<file path="src/rtl/serial_addsub_if.sv">
// serial_addsub_if: operand/result bundle for the bit-serial adder/subtractor.
// master = requester, slave = serial_addsub.
interface serial_addsub_if #(
  parameter int WIDTH = 4
);
  logic             start;
  logic             sub;
  logic [WIDTH-1:0] a;
  logic [WIDTH-1:0] b;
  logic             busy;
  logic             done;
  logic [WIDTH-1:0] result;
  logic             c_out;
  logic             ovf;

  modport master (
    output start, sub, a, b,
    input  busy, done, result, c_out, ovf
  );

  modport slave (
    input  start, sub, a, b,
    output busy, done, result, c_out, ovf
  );
endinterface

</file>
<file path="src/rtl/serial_addsub.sv">
// serial_addsub: bit-serial WIDTH-bit add/sub, one full adder reused LSB first.
// Define ADDSUB_SAT_EN to saturate the result on signed overflow.
module serial_addsub #(
  parameter int WIDTH = 4
) (
  input  logic             clk,
  input  logic             rst,
  serial_addsub_if.slave   bus
);
  localparam int CW = (WIDTH > 2) ? $clog2(WIDTH) : 1;
  localparam int AW = WIDTH - 1;

  typedef enum logic [1:0] {
    IDLE,
    SHIFT,
    DONE
  } state_t;

  state_t           r_state;
  state_t           w_state_n;
  logic             w_load;
  logic             w_busy;
  logic             w_done;

  logic [WIDTH-1:0] r_opa;
  logic [WIDTH-1:0] r_opb;
  logic [AW-1:0]    r_acc;
  logic [CW-1:0]    r_cnt;
  logic             r_carry;
  logic [WIDTH-1:0] r_res;
  logic             r_cout;
  logic             r_ovf;

  logic             w_last;
  logic             w_s;
  logic             w_cn;
  logic             w_ovf;
  logic [WIDTH-1:0] w_sum;
  logic [WIDTH-1:0] w_res;

  always_ff @(posedge clk) begin
    if (rst) r_state <= IDLE;
    else     r_state <= w_state_n;
  end

  always_comb begin
    w_state_n = r_state;
    w_load    = 1'b0;
    w_busy    = 1'b0;
    w_done    = 1'b0;
    unique case (r_state)
      IDLE: begin
        if (bus.start) begin
          w_load    = 1'b1;
          w_state_n = SHIFT;
        end
      end
      SHIFT: begin
        w_busy = 1'b1;
        if (w_last) w_state_n = DONE;
      end
      DONE: begin
        w_done = 1'b1;
        if (bus.start) begin
          w_load    = 1'b1;
          w_state_n = SHIFT;
        end else begin
          w_state_n = IDLE;
        end
      end
      default: w_state_n = IDLE;
    endcase
  end

  assign w_last = (r_cnt == CW'(WIDTH - 1));
  assign w_s    = r_opa[0] ^ r_opb[0] ^ r_carry;
  assign w_cn   = (r_opa[0] & r_opb[0]) |
                  (r_opa[0] & r_carry)  |
                  (r_opb[0] & r_carry);
  // r_carry is the carry into the MSB while the last bit is processed
  assign w_ovf  = r_carry ^ w_cn;
  assign w_sum  = {w_s, r_acc};

`ifdef ADDSUB_SAT_EN
  // r_opa[0] still holds the original A sign on the last bit
  always_comb begin
    w_res = w_sum;
    if (w_ovf) begin
      w_res = r_opa[0] ? {1'b1, {AW{1'b0}}}
                       : {1'b0, {AW{1'b1}}};
    end
  end
`else
  assign w_res = w_sum;
`endif

  always_ff @(posedge clk) begin
    if (rst) begin
      r_opa   <= '0;
      r_opb   <= '0;
      r_acc   <= '0;
      r_cnt   <= '0;
      r_carry <= 1'b0;
      r_res   <= '0;
      r_cout  <= 1'b0;
      r_ovf   <= 1'b0;
    end else if (w_load) begin
      r_opa   <= bus.a;
      r_opb   <= bus.b ^ {WIDTH{bus.sub}};
      r_carry <= bus.sub;
      r_cnt   <= '0;
    end else if (r_state == SHIFT) begin
      r_opa   <= r_opa >> 1;
      r_opb   <= r_opb >> 1;
      r_carry <= w_cn;
      r_acc   <= AW'({w_s, r_acc} >> 1);
      r_cnt   <= r_cnt + CW'(1);
      if (w_last) begin
        r_res  <= w_res;
        r_cout <= w_cn;
        r_ovf  <= w_ovf;
      end
    end
  end

  assign bus.busy   = w_busy;
  assign bus.done   = w_done;
  assign bus.result = r_res;
  assign bus.c_out  = r_cout;
  assign bus.ovf    = r_ovf;
endmodule
</file>
<file path="src/flat_wrapper.sv">
// flat-port wrapper written by rule: the top's interface ports become plain ports
module serial_addsub_flat 
#(
  parameter int WIDTH = 4
)
  (clk, rst, bus_start, bus_sub, bus_a, bus_b, bus_busy, bus_done, bus_result, bus_c_out, bus_ovf);
  serial_addsub_if #(.WIDTH(WIDTH)) bus_i ();
  input  logic clk;
  input  logic rst;
  input wire logic [$bits(bus_i.start)-1:0] bus_start;
  input wire logic [$bits(bus_i.sub)-1:0] bus_sub;
  input wire logic [$bits(bus_i.a)-1:0] bus_a;
  input wire logic [$bits(bus_i.b)-1:0] bus_b;
  output wire logic [$bits(bus_i.busy)-1:0] bus_busy;
  output wire logic [$bits(bus_i.done)-1:0] bus_done;
  output wire logic [$bits(bus_i.result)-1:0] bus_result;
  output wire logic [$bits(bus_i.c_out)-1:0] bus_c_out;
  output wire logic [$bits(bus_i.ovf)-1:0] bus_ovf;
  assign bus_i.start = bus_start;
  assign bus_i.sub = bus_sub;
  assign bus_i.a = bus_a;
  assign bus_i.b = bus_b;
  assign bus_busy = bus_i.busy;
  assign bus_done = bus_i.done;
  assign bus_result = bus_i.result;
  assign bus_c_out = bus_i.c_out;
  assign bus_ovf = bus_i.ovf;
  serial_addsub #(.WIDTH(WIDTH)) u_core (.clk(clk), .rst(rst), .bus(bus_i));
endmodule
</file>
<file path="config.mk">
export PLATFORM = sky130hd
export DESIGN_NAME = serial_addsub_flat
export DESIGN_NICKNAME = d
export VERILOG_FILES = /design/src/rtl/serial_addsub_if.sv /design/src/rtl/serial_addsub.sv /design/src/flat_wrapper.sv
export SDC_FILE = /design/constraint.sdc
export NUM_CORES = 1
export LEC_CHECK = 0
export ABC_AREA = 1
export CAP_MARGIN = 30
export CELL_PAD_IN_SITES_DETAIL_PLACEMENT = 0
export CELL_PAD_IN_SITES_GLOBAL_PLACEMENT = 1
export CORE_MARGIN = 2
export CORE_UTILIZATION = 31
export CTS_CLUSTER_SIZE = 10
export DETAILED_ROUTE_END_ITERATION = 6
export PLACE_DENSITY = 0.8
export SYNTH_ARGS = -nofsm -noshare
export SYNTH_HDL_FRONTEND = slang
export SYNTH_SLANG_ARGS = --single-unit
</file>
<file path="constraint.sdc">
create_clock -name clk -period 1.16 [get_ports clk]
set_input_delay 0.116 -clock clk [delete_from_list [all_inputs] [get_ports clk]]
set_output_delay 0.116 -clock clk [all_outputs]
set_load 0.01 [all_outputs]
</file>
==> results of run 1 <==
[layout by cell type (no fill, tap or decap), drive strengths merged, types with 4 or more instances in the layout]
master / Yosys / routed
a21oi: 8 / 8
buf: 3 / 15
clkbuf: 0 / 4
clkdlybuf4s50: 0 / 11
dfxtp: 22 / 22
dlygate4sd2: 0 / 6
inv: 18 / 18
nand2: 42 / 42
nand3: 10 / 10
nor2: 24 / 24
o21ai: 8 / 8
[layer usage]
metal | share of wire [%] | up-vias | GRT usage [%] | wire length, µm
li1 | - | 495 | - | -
met1 | 48 | 430 | 17.15 | 1005
met2 | 50 | 9 | 23.45 | 1056
met3 | 1.1 | 2 | 1.299 | 24
met4 | 0.52 | 0 | 4.762 | 11
met5 | 0 | - | 0 | 0
[sequential cells by signal, summed over array words and instances, names as in the netlist]
name               cells
u_core.r_cnt           2
u_core.bus.result      4
u_core.r_opa           4
u_core.r_carry         1
u_core.r_opb           4
u_core.bus.c_out       1
u_core.bus.ovf         1
u_core.r_acc           3
u_core.r_state         2
[worst max path at each step]
stage                                from               to  slack [ps]
after floorplan            u_core.r_carry   u_core.bus.ovf          20
after global placement            bus_sub  u_core.r_opb[0]         -50
after detailed placement        bus_start  u_core.r_opa[2]         -50
after CTS                 u_core.r_opa[0]   u_core.bus.ovf         0.6
after global routing      u_core.r_opa[0]   u_core.bus.ovf         -60
final                     u_core.r_opa[0]   u_core.bus.ovf          10
[tightest hold or removal path: cells and delay by family]
family / cells / cell delay, ps
compound gates: 1 / 60
buf+inv: 1 / 400
simple gates: 1 / 70
[power breakdown]
group          total (W)  internal [W]  leakage, nW  switching (W)
sequential      0.000823      0.000795        0.182      0.0000275
clock           0.000426      0.000192       0.0210       0.000234
combinational   0.000261      0.000129        0.464       0.000133
[synth_stat cells (all sizes together)]
cell type and n:
a21oi 8, buf 3, xor2 2, ha 1, o21ai 8, dfxtp 22, fa 1, nand3 10
nand2 42, nor2 24, inv 18
[timing repair]
item	in CTS	in global routing
setup endpoints to repair	22	19
resized for setup	21	6
setup buffers	3	1
pin swaps	7	4
endpoints found under the hold margin	0	0
[kinds of logic (layout without fill, tap and decap cells)]
group           Yosys count  in the layout
buf+inv                  21             54
fa+ha+maj                 2              2
simple gates             76             76
compound gates           16             16
flops                    22             22
xor+xnor                  2              2
[through the flow]
step                hold slack [ps]  cells
detailed placement            462.0    208
CTS                           379.0    215
global placement              452.1    208
floorplan                     265.0    139
global route                  381.7    216
finish                        372.3    216
[final cells by class]
type,count,area [µm²],share of cell area (%)
Tap cell,44,55.05,4.055
Timing Repair Buffer,32,280.3,20.65
Sequential cell,22,449.2,33.09
Clock buffer,4,36.28,2.673
Multi-Input combinational cell,96,469.2,34.56
Inverter,18,67.56,4.977
==> impl_metrics.tcl, run 1 <==
set metrics [dict create \
    die_x_um 60.18 \
    fp.dieH_um 60.18 \
    setup_tns_ps 0 \
    synthSimpleGateAreaFrac_pct 32.99 \
    synth_top_family_by_area "simple AND/OR/NAND/NOR gates" \
    r2r_start "u_core.r_opa[0]" \
    drc 0 \
    cts_tree "done" \
    worst_slack_ps 13.40 \
    antenna_left 0 \
    critPathKind "reg2reg" \
    dieArea_mm2 0.003622 \
    cts.clk_slew.worst_paths_ps 120 \
    ys_ff_latch 22 \
    avgViaCountPerCell 4.333 \
    synthTopCellsByArea "dfxtp_1 45%, nand2_1 16%, nor2_1 8.1%" \
    ys_seq_area_share_pct 45.01 \
    synth_compound_area_share_pct 8.184 \
    finalInstanceArea_mm2 0.001358 \
    min_from "bus_a[3]" \
    placedInstanceArea_mm2 0.001276 \
    finalCritPeriodShare_pct 98.85 \
    synth_mux_area_share_pct 0 \
    final_layout_size_suffix_gt1_share_pct 22.09 \
    cp-end-kind "flip-flop" \
    startpoint_type "flip-flop" \
    max_freq_mhz 872.1 \
    syn_nets 153 \
    cts_htree_levels 1 \
    grt_usage_pct 13.47 \
    r2r.worst_path.cells 4 \
    num-fill-cells 317 \
    crit_slowest_cell "fa_2" \
    avgSynthCellArea_um2 7.039 \
    crit_required_ps 1380 \
    area_growth_pct 38.75 \
    maxSlewHeadroom_pct 85.29 \
    holdPathEnd "u_core.r_opa[3]" \
    io_buffers 19 \
    clockBufferDepth 2 \
    slew_violations 0 \
    cts_hold_buf 0 \
    rrSetupSlack_ps 10 \
    wl_per_cell_um 9.713 \
    worst-path-stages 4 \
    hold_viol 0 \
    antenna_found_initial 0 \
    grt_pass1_wl_mm 3.829 \
    total_power_w 0.001510 \
    setup_viol 0 \
    worst_slew_pin_slew_ps 220.0 \
    clock_skew_ps 3.376 \
    dr.first_iter.drc_count 30 \
    wirelength_mm 2.098 \
    synth_top_area_cell "dfxtp_1" \
    row_count 20 \
    ir_worst_vdd_mv 0.5953 \
    crit_fanout 3 \
    gp_congestion 0.7245 \
    p_per_area_mw_per_mm2 1112 \
    io_pins 20 \
    cpLargestDelayFamily "adder cells" \
    syn_area_um2 978.4 \
    min_path_type "in2reg" \
    synthXorXnorAreaFrac_pct 1.790 \
    final_core_util_pct 44.83 \
    cp_num_buf_inv 0 \
    crit_path_frequent_cell "nor2_1" \
    core_area_mm2 0.003028 \
    start_util_pct 32.31 \
    insertedDiodeCount 0 \
    leakagePower_nw 0.6671 \
    rsz0062_at_grt "yes" \
    fin_crit_ps 1147 \
    nets 187 \
    dpl.hpwl_mm 1.556 \
    clk-insertion-delay-late_ps 310 \
    cts_sinks 22 \
    status "complete, no violations" \
    ys_warn_count 0 \
    path_cells "fa_2 -> xor2_1 -> nor2_1 -> nor2_1" \
    min_path_cells 3 \
    place_ws_ps -49.39 \
    synth.top_cell.area_share_pct 45.01 \
    synth_cell_types 16 \
    critPathArrivalTime_ps 1360 \
    grt_max_degree 14 \
    grt_pass1_vias 950 \
    cap_viol_max_count 0 \
    first_pass_iters 4 \
    root_buffer "clkbuf_4" \
    r2r-end "u_core.bus.ovf" \
    slowest_delay_ps 410 \
    netlist_instances 139 \
    gr-total-overflow 0 \
    synthAdderAreaFrac_pct 3.325 \
    cts_made_buffers 3 \
    vias 936 \
]
No activity file was read; power rests on OpenSTA's default activity.
==> run 2: changes to the inputs <==
--- a/config.mk
+++ b/config.mk
@@ -10,10 +10,10 @@
 export CELL_PAD_IN_SITES_DETAIL_PLACEMENT = 0
 export CELL_PAD_IN_SITES_GLOBAL_PLACEMENT = 1
 export CORE_MARGIN = 2
-export CORE_UTILIZATION = 31
+export CORE_UTILIZATION = 35
 export CTS_CLUSTER_SIZE = 10
 export DETAILED_ROUTE_END_ITERATION = 6
-export PLACE_DENSITY = 0.8
+export PLACE_DENSITY = 0.85
 export SYNTH_ARGS = -nofsm -noshare
 export SYNTH_HDL_FRONTEND = slang
 export SYNTH_SLANG_ARGS = --single-unit
==> constraint.sdc (replaced) <==
create_clock -name clk -period 1.27 [get_ports clk]
set_input_delay 0.127 -clock clk [delete_from_list [all_inputs] [get_ports clk]]
set_output_delay 0.127 -clock clk [all_outputs]
set_load 0.01 [all_outputs]
==> run 2 against run 1 <==
Worst setup slack better by 71 ps. Register-to-register slack better by 70 ps. Power down 11%. Clock power down 9.6%. Largest power group unchanged. Highest routed layer is now met3.
==> impl_metrics.tcl, run 2 (synthesis gave the netlist of run 1 again) <==
set metrics [dict create \
    status "complete, no violations" \
    cts_tree "done" \
    cts_htree_levels 1 \
    grt_pass1_wl_mm 3.456 \
    antenna_left 0 \
    start_util_pct 36.10 \
    area_growth_pct 31.97 \
    cts_made_buffers 3 \
    grt_pass1_vias 820 \
    critPathArrivalTime_ps 1060 \
    root_buffer "clkbuf_4" \
    fp.dieH_um 56.87 \
    cts_sinks 22 \
    finalCritPeriodShare_pct 93.39 \
    grt_max_degree 14 \
    grt_usage_pct 13.82 \
    leakagePower_nw 0.6506 \
    clockBufferDepth 2 \
    layout_commonest_cell "nand2_1" \
    die_x_um 56.87 \
    rrSetupSlack_ps 80 \
    setup_viol 0 \
    first_pass_iters 4 \
    stdcell_count 199 \
    wl_per_cell_um 10.23 \
    dp_cells 191 \
    worst_slew_pin_slew_ps 224.0 \
    dpl.hpwl_mm 1.502 \
    slew_violations 0 \
    io_buffers 19 \
    min_path_type "in2reg" \
    avgViaCountPerCell 4.663 \
    final_cell_mix "41 x nand2_1, 21 x nor2_1, 19 x dfxtp_1" \
    hold_viol 0 \
    dieArea_mm2 0.003234 \
    row_count 19 \
    cp-end-kind "primary output" \
    wirelength_mm 2.036 \
    crit_fanout 2 \
    cap_viol_max_count 0 \
    holdPathEnd "u_core.r_opa[3]" \
    r2r.worst_path.cells 4 \
    ir_worst_vdd_mv 0.8549 \
    core_area_mm2 0.002710 \
    cts.clk_slew.worst_paths_ps 120 \
    crit_required_ps 1140 \
    max_freq_mhz 843.1 \
    io_pins 20 \
    dr.first_iter.drc_count 14 \
    min_from "bus_a[3]" \
    r2r_start "u_core.r_carry" \
    final_layout_size_suffix_gt1_share_pct 16.67 \
    antenna_found_initial 0 \
    min_path_cells 3 \
    critPathLaunch "u_core.r_state[0]" \
    fin_crit_ps 1186 \
    p_per_area_mw_per_mm2 1045 \
    maxSlewHeadroom_pct 85.02 \
    vias 928 \
    clock_skew_ps 1.410 \
    clk-insertion-delay-late_ps 310 \
    drc 0 \
    rsz0062_at_grt "no" \
    nets 183 \
    critPathKind "reg2out" \
    gp_congestion 0.6859 \
    r2r-end "u_core.bus.ovf" \
    insertedDiodeCount 0 \
    setup_tns_ps 0 \
    gr-total-overflow 0 \
    startpoint_type "flip-flop" \
]
run 2: layout make-up:
| class | count | area, µm² |
|---|---|---|
| sequential | 22 | 444.2 |
| clock buffer | 4 | 36.28 |
| timing repair buffer | 28 | 244.0 |
| inverter | 18 | 67.56 |
| multi-input combinational | 96 | 460.4 |
| tap | 31 | 38.79 |
| fill | 287 | 1419 |
run 2: layer usage:
layer / vias to the layer above / routed length, µm / global-route usage (%)
met5: - / 0 / 0
met4: 0 / 0 / 3.987
met1: 425 / 893 / 15.44
met3: 0 / 100 / 5.069
met2: 18 / 1042 / 24.42
li1: 485 / - / -
run 2: timing repair:
action | 4_1_cts | 5_1_grt
hold buffers | 0 | 0
setup buffers | 1 | 3
pin swaps | 0 | 2
resized for setup | 14 | 2
setup endpoints to repair | 9 | 6
run 2: worst max-delay path, stage by stage, from the launching register on:
cell           delay, ps
dfxtp_2              360
inv_2                 50
nor2_4                80
dlygate4sd2_1        270
run 2: worst max-delay path by stage:
stage / cells after the start / end / slack [ps]
2_1_floorplan: 4 / u_core.bus.ovf / 70
3_5_place_dp: 6 / u_core.r_opa[2] / 0.5
6_report: 3 / bus_busy / 80
5_1_grt: 3 / bus_busy / 10
4_1_cts: 4 / u_core.bus.ovf / 40
3_3_place_gp: 4 / u_core.bus.ovf / 50
run 2: power breakdown:
group	internal, W	total (W)	switching (W)
clock network	0.000175	0.000385	0.000210
logic	0.000101	0.000215	0.000114
registers	0.000726	0.000749	0.0000231
total	0.00100	0.00135	0.000347
run 2: stage by stage:
stage / cell area [µm²] / util [%] / hold slack, ps / setup slack (ps) / total power, W
finish: 1291 / 47.65 / 352.9 / 83.93 / 0.001349
global route: 1291 / 47.65 / 374.2 / 13.62 / 0.001424
CTS: 1262 / 46.58 / 343.6 / 35.97 / 0.001367
detailed placement: 1227 / 45.29 / 452.0 / 0.4914 / 0.0009749
global placement: 1227 / 45.29 / 445.7 / 47.86 / 0.0009665
floorplan: 978.4 / - / 276.0 / 65.43 / 0.0008872
==> run 3: changes to the inputs <==
--- a/config.mk
+++ b/config.mk
@@ -14,6 +14,7 @@
 export CTS_CLUSTER_SIZE = 10
 export DETAILED_ROUTE_END_ITERATION = 6
 export PLACE_DENSITY = 0.85
+export SKIP_LAST_GASP = 1
 export SYNTH_ARGS = -nofsm -noshare
 export SYNTH_HDL_FRONTEND = slang
 export SYNTH_SLANG_ARGS = --single-unit
==> run 3 against run 2 <==
Sequential share of layout area stayed put. Sequential power hardly changed. Die area stayed put. Power hardly changed. Fmax hardly changed. Critical path depth stayed put. Non-clock buffer count stayed put. Global-route usage hardly changed. Final cell count stayed put. Worst setup slack hardly changed. Final area stayed put. Critical path type unchanged. Largest power group unchanged. Highest routed layer unchanged.
==> impl_metrics.tcl, run 3 (synthesis gave the netlist of run 1 again) <==
set metrics [dict create \
    nets 183 \
    clockBufferDepth 2 \
    final_cell_mix "41 x nand2_1, 21 x nor2_1, 19 x dfxtp_1" \
    cts.clk_slew.worst_paths_ps 120 \
    root_buffer "clkbuf_4" \
    grt_pass1_vias 820 \
    worst_slew_pin_slew_ps 224.0 \
    wl_per_cell_um 10.24 \
    dieArea_mm2 0.003234 \
    antenna_left 0 \
    rsz0062_at_grt "no" \
    hold_viol 0 \
    dpl.hpwl_mm 1.502 \
    cts_sinks 22 \
    wirelength_mm 2.037 \
    gp_congestion 0.6859 \
    slew_violations 0 \
    cp-end-kind "primary output" \
    fp.dieH_um 56.87 \
    num-fill-cells 287 \
    row_count 19 \
    antenna_found_initial 0 \
    cts_htree_levels 1 \
    multiInputGateArea_um2 460.4 \
    start_util_pct 36.10 \
    dp_cells 191 \
    critPathArrivalTime_ps 1060 \
    seqCellArea_um2 444.2 \
    clock_skew_ps 1.250 \
    cts_tree "done" \
    first_pass_iters 4 \
    stdcell_count 199 \
    critPathKind "reg2out" \
    place_ws_ps 0.4914 \
    grt_usage_pct 13.77 \
    grt_max_degree 14 \
    gr-total-overflow 0 \
    dr.first_iter.drc_count 14 \
    avgViaCountPerCell 4.663 \
    total_power_w 0.001349 \
    status "complete, no violations" \
    area_growth_pct 31.97 \
    crit_required_ps 1140 \
    maxSlewHeadroom_pct 85.02 \
    io_pins 20 \
    grt_pass1_wl_mm 3.443 \
    finalCritPeriodShare_pct 93.41 \
    min_path_type "in2reg" \
    io_buffers 19 \
    ir_worst_vdd_mv 0.8552 \
    core_area_mm2 0.002710 \
    final_layout_size_suffix_gt1_share_pct 16.67 \
    leakagePower_nw 0.6496 \
    startpoint_type "flip-flop" \
    crit_fanout 2 \
    fin_crit_ps 1186 \
    max_freq_mhz 842.9 \
    clk-insertion-delay-late_ps 310 \
    drc 0 \
    die_x_um 56.87 \
    vias 928 \
    worst_slack_ps 83.67 \
    cap_viol_max_count 0 \
    setup_tns_ps 0 \
    layout_commonest_cell "nand2_1" \
    setup_viol 0 \
    insertedDiodeCount 0 \
    p_per_area_mw_per_mm2 1045 \
    cts_made_buffers 3 \
]
==> run 3: cell types whose count changed in the layout (fill, tap and decap cells not counted), sizes merged <==
cell,change
buf,-1
clkbuf,+1
==> run 3: critical path, stage by stage (launching register included) <==
cell	delay, ps
dfxtp_2	360
inv_2	50
nor2_4	80
dlygate4sd2_1	270
==> run 3: cell type report <==
class / instances / share of cell area, %
clock buffer: 4 / 2.810
timing repair buffer: 28 / 18.90
multi-input combinational: 96 / 35.66
sequential: 22 / 34.40
inverter: 18 / 5.233
tap: 31 / 3.004
==> run 3: per-layer routing <==
metal	global-route usage, %	part of all wire [%]	up-vias
met1	15.30	43	425
met3	5.069	5.3	0
met5	0	0	-
met2	24.42	51	18
met4	3.987	0	0
li1	-	-	485
==> run 3: path summary, 6_finish.rpt <==
kind                            slack [ps]              start  depth (start not counted)              end
worst min-delay path                   350           bus_a[3]                          3  u_core.r_opa[3]
worst max-delay path                    80  u_core.r_state[0]                          3         bus_busy
worst max register to register          80     u_core.r_carry                          4   u_core.bus.ovf
worst min register to register         460    u_core.r_opa[3]                          2  u_core.r_opa[3]
==> run 3: what timing repair did <==
action                     4_1_cts  5_1_grt
hold buffers                     0        0
setup endpoints to repair        9        7
pin swaps                        0        2
gates resized for setup         11        4
buffers inserted                 1        3
==> run 3: power by group <==
part	switching [W]	internal, W
combinational	0.000114	0.000101
clock	0.000210	0.000175
sequential	0.0000231	0.000726
total	0.000347	0.00100
==> run 3: per-stage QoR <==
stage	hold slack (ps)	area (µm²)	util, %
after floorplan	276.0	978.4	-
after global placement	445.7	1227	45.29
after detailed placement	452.0	1227	45.29
after CTS	343.6	1266	46.72
after global routing	374.2	1291	47.65
final	352.9	1291	47.65
